File: src/rtl/instr_fetch_ctrl.sv
// ============================================================================
// Module   : instr_fetch_ctrl
// Brief    : PC consumer; fetches from instruction memory and hands words to the
//            decoder over valid/ready, steering PC via inc / write_en / data.
//            Optional macro FETCH_TIMEOUT_EN enables the WAIT timeout and fetch_err.
// Revision : 1.0 - initial release
// ============================================================================
`default_nettype none

module instr_fetch_ctrl #(
   parameter int ADDR_W         = 16,
   parameter int INSTR_W        = 16,
   parameter int TIMEOUT_CYCLES = 16
) (
   input  logic               clock_i,
   input  logic               reset_i,
   input  logic [ADDR_W-1:0]  pc_addr_i,
   output logic               pc_inc_o,
   output logic               pc_write_en_o,
   output logic [ADDR_W-1:0]  pc_data_o,
   input  logic               branch_req_i,
   input  logic [ADDR_W-1:0]  branch_target_i,
   input  logic               halt_i,
   output logic               mem_rd_en_o,
   output logic [ADDR_W-1:0]  mem_addr_o,
   input  logic               mem_rd_valid_i,
   input  logic [INSTR_W-1:0] mem_rd_data_i,
   output logic [INSTR_W-1:0] instr_out_o,
   output logic               instr_valid_o,
   input  logic               instr_ready_i,
   output logic               fetch_err_o
);

   typedef enum logic [2:0] {
      S_IDLE   = 3'd0,
      S_REQ    = 3'd1,
      S_WAIT   = 3'd2,
      S_HOLD   = 3'd3,
      S_BRANCH = 3'd4
   } state_t;

   state_t               state_q, state_d;
   logic                 flush_q, flush_d;
   logic                 pc_inc_q, pc_inc_d;
   logic                 pc_write_en_q, pc_write_en_d;
   logic [ADDR_W-1:0]    pc_data_q, pc_data_d;
   logic                 mem_rd_en_q, mem_rd_en_d;
   logic [ADDR_W-1:0]    mem_addr_q, mem_addr_d;
   logic [INSTR_W-1:0]   instr_out_q, instr_out_d;
   logic                 instr_valid_q, instr_valid_d;
   logic                 xfer;
   logic                 tmo_hit;

   assign xfer = instr_valid_q && instr_ready_i;

`ifdef FETCH_TIMEOUT_EN
   localparam int CNT_W = $clog2(TIMEOUT_CYCLES + 1);

   logic [CNT_W-1:0] tmo_cnt_q;
   logic             fetch_err_q;

   assign tmo_hit = (tmo_cnt_q == CNT_W'(TIMEOUT_CYCLES - 1));

   always_ff @(posedge clock_i or posedge reset_i) begin
      if (reset_i) begin
         tmo_cnt_q   <= '0;
         fetch_err_q <= 1'b0;
      end else if (state_q == S_REQ) begin
         tmo_cnt_q   <= '0;
      end else if (state_q == S_WAIT && !mem_rd_valid_i) begin
         tmo_cnt_q   <= tmo_cnt_q + CNT_W'(1);
         if (tmo_hit) begin
            fetch_err_q <= 1'b1;
         end
      end
   end

   assign fetch_err_o = fetch_err_q;
`else
   logic timeout_unused;

   assign tmo_hit        = 1'b0;
   assign timeout_unused = (TIMEOUT_CYCLES != 0);
   assign fetch_err_o    = 1'b0;
`endif

   always_comb begin
      state_d       = state_q;
      flush_d       = flush_q;
      pc_inc_d      = 1'b0;
      pc_write_en_d = 1'b0;
      pc_data_d     = pc_data_q;
      mem_rd_en_d   = 1'b0;
      mem_addr_d    = mem_addr_q;
      instr_out_d   = instr_out_q;
      instr_valid_d = instr_valid_q;

      case (state_q)
         S_IDLE: begin
            if (branch_req_i) begin
               state_d = S_BRANCH;
            end else if (!halt_i) begin
               state_d = S_REQ;
            end
         end
         S_REQ: begin
            mem_rd_en_d = 1'b1;
            mem_addr_d  = pc_addr_i;
            state_d     = S_WAIT;
            if (branch_req_i) begin
               flush_d = 1'b1;
            end
         end
         S_WAIT: begin
            if (mem_rd_valid_i) begin
               if (branch_req_i) begin
                  flush_d = 1'b0;
                  state_d = S_BRANCH;
               end else if (flush_q) begin
                  flush_d = 1'b0;
                  state_d = halt_i ? S_IDLE : S_REQ;
               end else begin
                  instr_out_d   = mem_rd_data_i;
                  instr_valid_d = 1'b1;
                  pc_inc_d      = 1'b1;
                  state_d       = S_HOLD;
               end
            end else if (tmo_hit) begin
               // Abandoned read: a pending branch still needs the BRANCH slot for PC to load.
               flush_d = 1'b0;
               state_d = branch_req_i ? S_BRANCH : S_REQ;
            end else if (branch_req_i) begin
               flush_d = 1'b1;
            end
         end
         S_HOLD: begin
            if (branch_req_i) begin
               instr_valid_d = 1'b0;
               state_d       = S_BRANCH;
            end else if (xfer) begin
               instr_valid_d = 1'b0;
               state_d       = halt_i ? S_IDLE : S_REQ;
            end
         end
         S_BRANCH: begin
            if (!branch_req_i) begin
               state_d = halt_i ? S_IDLE : S_REQ;
            end
         end
         default: begin
            state_d = S_IDLE;
         end
      endcase

      // Branch target load always takes priority over sequential advance.
      if (branch_req_i) begin
         pc_data_d     = branch_target_i;
         pc_write_en_d = 1'b1;
         pc_inc_d      = 1'b0;
      end
   end

   always_ff @(posedge clock_i or posedge reset_i) begin
      if (reset_i) begin
         state_q       <= S_IDLE;
         flush_q       <= 1'b0;
         pc_inc_q      <= 1'b0;
         pc_write_en_q <= 1'b0;
         pc_data_q     <= '0;
         mem_rd_en_q   <= 1'b0;
         mem_addr_q    <= '0;
         instr_out_q   <= '0;
         instr_valid_q <= 1'b0;
      end else begin
         state_q       <= state_d;
         flush_q       <= flush_d;
         pc_inc_q      <= pc_inc_d;
         pc_write_en_q <= pc_write_en_d;
         pc_data_q     <= pc_data_d;
         mem_rd_en_q   <= mem_rd_en_d;
         mem_addr_q    <= mem_addr_d;
         instr_out_q   <= instr_out_d;
         instr_valid_q <= instr_valid_d;
      end
   end

   assign pc_inc_o      = pc_inc_q;
   assign pc_write_en_o = pc_write_en_q;
   assign pc_data_o     = pc_data_q;
   assign mem_rd_en_o   = mem_rd_en_q;
   assign mem_addr_o    = mem_addr_q;
   assign instr_out_o   = instr_out_q;
   assign instr_valid_o = instr_valid_q;

endmodule

`default_nettype wire

File: config.mk
export PLATFORM = sky130hd
export DESIGN_NAME = instr_fetch_ctrl
export DESIGN_NICKNAME = d
export VERILOG_FILES = /design/src/rtl/instr_fetch_ctrl.sv
export SDC_FILE = /design/constraint.sdc
export NUM_CORES = 1
export LEC_CHECK = 0
export ABC_AREA = 1
export CAP_MARGIN = 30
export CELL_PAD_IN_SITES_DETAIL_PLACEMENT = 1
export CELL_PAD_IN_SITES_GLOBAL_PLACEMENT = 1
export CORE_MARGIN = 5
export CORE_UTILIZATION = 32
export CTS_BUF_LIST = sky130_fd_sc_hd__clkbuf_4
export DETAILED_ROUTE_END_ITERATION = 6
export PLACE_DENSITY = 0.94
export SLEW_MARGIN = 20
export SYNTH_ARGS = -nofsm -noshare
export SYNTH_HDL_FRONTEND = slang
export SYNTH_SLANG_ARGS = --single-unit
File: constraint.sdc
create_clock -name clock_i -period 2.73 [get_ports clock_i]
set_input_delay 0.546 -clock clock_i [delete_from_list [all_inputs] [get_ports clock_i]]
set_output_delay 0.546 -clock clock_i [all_outputs]
set_load 0.02 [all_outputs]
==> qor.csv <==
metric;value;unit
outcome;finished clean;
HP Class;reg -> reg;
number of global-route vias before repair;2203;
Switching Fraction;39.2;%
drt wl/cell;13.9;um
Syn-to-layout area delta;52.6;%
Top Family by Delay on Critical Path;buffers and inverters;
row cnt;30;
final antenna-violating net count;0;
n_diodes;0;
fmax;519;MHz
number of DRC markers in iteration 0;38;
layout cell share with drive strength beyond 1;5.22;%
die area;8860;um2
critical path class;reg -> out;
Ys Warns;0;
CTS Buf Count;5;
area leader, netlist;dfrtp_1;
worst path cell trace;clkdlybuf4s50_1;
dominant synthesized flop cell;dfrtp_1;
fin crit share;70.6;%
CP Data Arrival Time;1380;ps
core area;6830;um2
clock network fraction of total power;11.9;%
initial antenna violation count;0;
Syn Nets;311;
fin util;50.6;%
Cell Pwr Density;889;nW/um2
Avg Vias per Cell;4.34;
CTS tree;yes;
GRT Residual Overflow;0;
RSZ-0062 raised after global routing;false;
synthesized area per cell;8.82;um2
final hold violations;0;
clock tree buffer depth;2;
cell area after synthesis;2270;um2
Clock Latency Late Sink;360;ps
Starting Density;33.2;%
Bufs and invs on worst path;1;
Rel. slew slack;60.4;%
Worst setup EP type;primary output;
sequential fraction of the synthesis area;61.8;%
chip height;94.2;um
Syn Inst Count;257;
Sum Neg Setup Slack;0;ps
reg-to-reg slack, setup;1270;ps
CP max-delay cell;clkdlybuf4s50_1;
slowest stage delay, CP;620;ps
P_int;1.87;mW
CTS H-tree depth;2;
Critical Path RT;2180;ps
Nets;417;
largest net degree at the start of global routing;31;
WL final;6390;um
gpl congestion;0.759;
Crit Path Max Fanout;2;
max_cap viols;0;
global-route wire length before repair;10500;um
minimum clock period;1930;ps
Synth top cells by count;nand2_1 (156), dfrtp_1 (56), inv_1 (6), nor2_1 (6), nand3_1 (5);
post-synthesis register bit count;56;
Setup-failing EPs final;0;
number of synthesized flops with an enable pin;0;
Leak;1.71;nW
VDD IR max;397;uV
skew final;9.74;ps
FFs w/ async S/R, synth;100;%
detailed placement HPWL;4980;um
IO buf count;105;
fin. max-slew vios;0;
# hold bufs at CTS;0;
Fill cells;813;
Worst Setup Start Kind;flip-flop;
setup bufs post-CTS;0;
area occupied by multi-input gates;753;um2
most used standard cell by instance count after synthesis;nand2_1;
placed cell areas;3400;um2
# DRC;0;
Sequential cell area;1400;um2
synth top area cells;dfrtp_1 (62%), nand2_1 (26%), nand3_1 (1.1%);
Reg clk slew, reported paths;150;ps
io pins;107;
share of the synthesized area in the top cell type;61.8;%
GRT Total Usage;14.8;%
DR pass1 iterations;4;
Vias;1997;
P_sw;1.20;mW
Sink Count;56;
CTS root buffer;clkbuf_4;
sequential share of power;41.5;%
Design Area, Final;3460;um2
Die X;94.2;um
post-synth cell types;25;
hold_ws;487;ps
Resize count post-CTS;0;
Least-Margin Pin Slew;592;ps
combinational share of power;46.6;%
-- final cells by class --
cell class	instances	share of cell area (%)
inverters	11	1.41
clock buffers	7	1.52
flip-flops and latches	56	40.5
multi-input cells	182	21.8
well taps	96	3.47
clock inverters	1	0.109
repair buffers	107	31.2
-- power by group through the flow --
stage                     Combinational (mW)  Sequential, mW  Clock, mW
final                                   1.43            1.28      0.364
after floorplan                        0.464            1.57          0
after global routing                    1.56            1.32      0.416
after detailed placement                1.46            1.29          0
after CTS                               1.47            1.28      0.385
after global placement                  1.42            1.28          0
-- registers in the layout, summed over array words and instances, names as in the netlist --
signal / flops
flush_q: 1
instr_out_o: 16
instr_valid_o: 1
mem_addr_o: 16
mem_rd_en_o: 1
pc_data_o: 16
pc_inc_o: 1
pc_write_en_o: 1
state_q: 3
-- tightest hold or removal path: stages, from the launching register on --
cell and delay (ps):
dfrtp_1 370, nand2_1 50, nand2_1 50
-- through the flow --
step / setup WS, ps / std cells / power, mW
final: 803 / 460 / 3.07
after floorplan: 813 / 257 / 2.04
after global routing: 719 / 460 / 3.30
after detailed placement: 566 / 452 / 2.75
after global placement: 608 / 452 / 2.70
after CTS: 764 / 460 / 3.13
-- metal layers --
layer / track usage, % / vias up / part of all wire [%]
li1: - / 987 / -
met1: 17.8 / 944 / 41
met2: 26.0 / 61 / 51
met3: 4.81 / 5 / 7.2
met4: 2.53 / 0 / 0.38
met5: 0 / - / 0
-- final timing paths --
check	start	endpoint	cells after the start
max	instr_out_o[2]	instr_out_o[2]	1
min	pc_data_o[7]	pc_data_o[7]	2
max reg2reg	state_q[2]	instr_out_o[13]	7
min reg2reg	pc_data_o[7]	pc_data_o[7]	2
max in group asynchronous	reset_i	mem_addr_o[1]	3
min in group asynchronous	reset_i	mem_addr_o[9]	2
-- cells in the final DEF (no fill, tap or decap), types with 3 or more instances in the layout --
cell,instances
nand2_1,156
clkdlybuf4s50_1,105
inv_2,3
dfrtp_1,56
inv_1,5
clkbuf_4,7
nand3_1,5
nor2_1,6
-- cell families (layout without fill, tap and decap cells) --
| logic type | Yosys count | after routing | synth area share, % |
|---|---|---|---|
| simple gates | 175 | 175 | 31.6 |
| compound gates | 6 | 6 | 1.49 |
| flops | 56 | 56 | 61.8 |
| other cells | 1 | 1 | 0.165 |
| buf+inv | 19 | 126 | 4.91 |
Power figures use the tool's default switching activity.
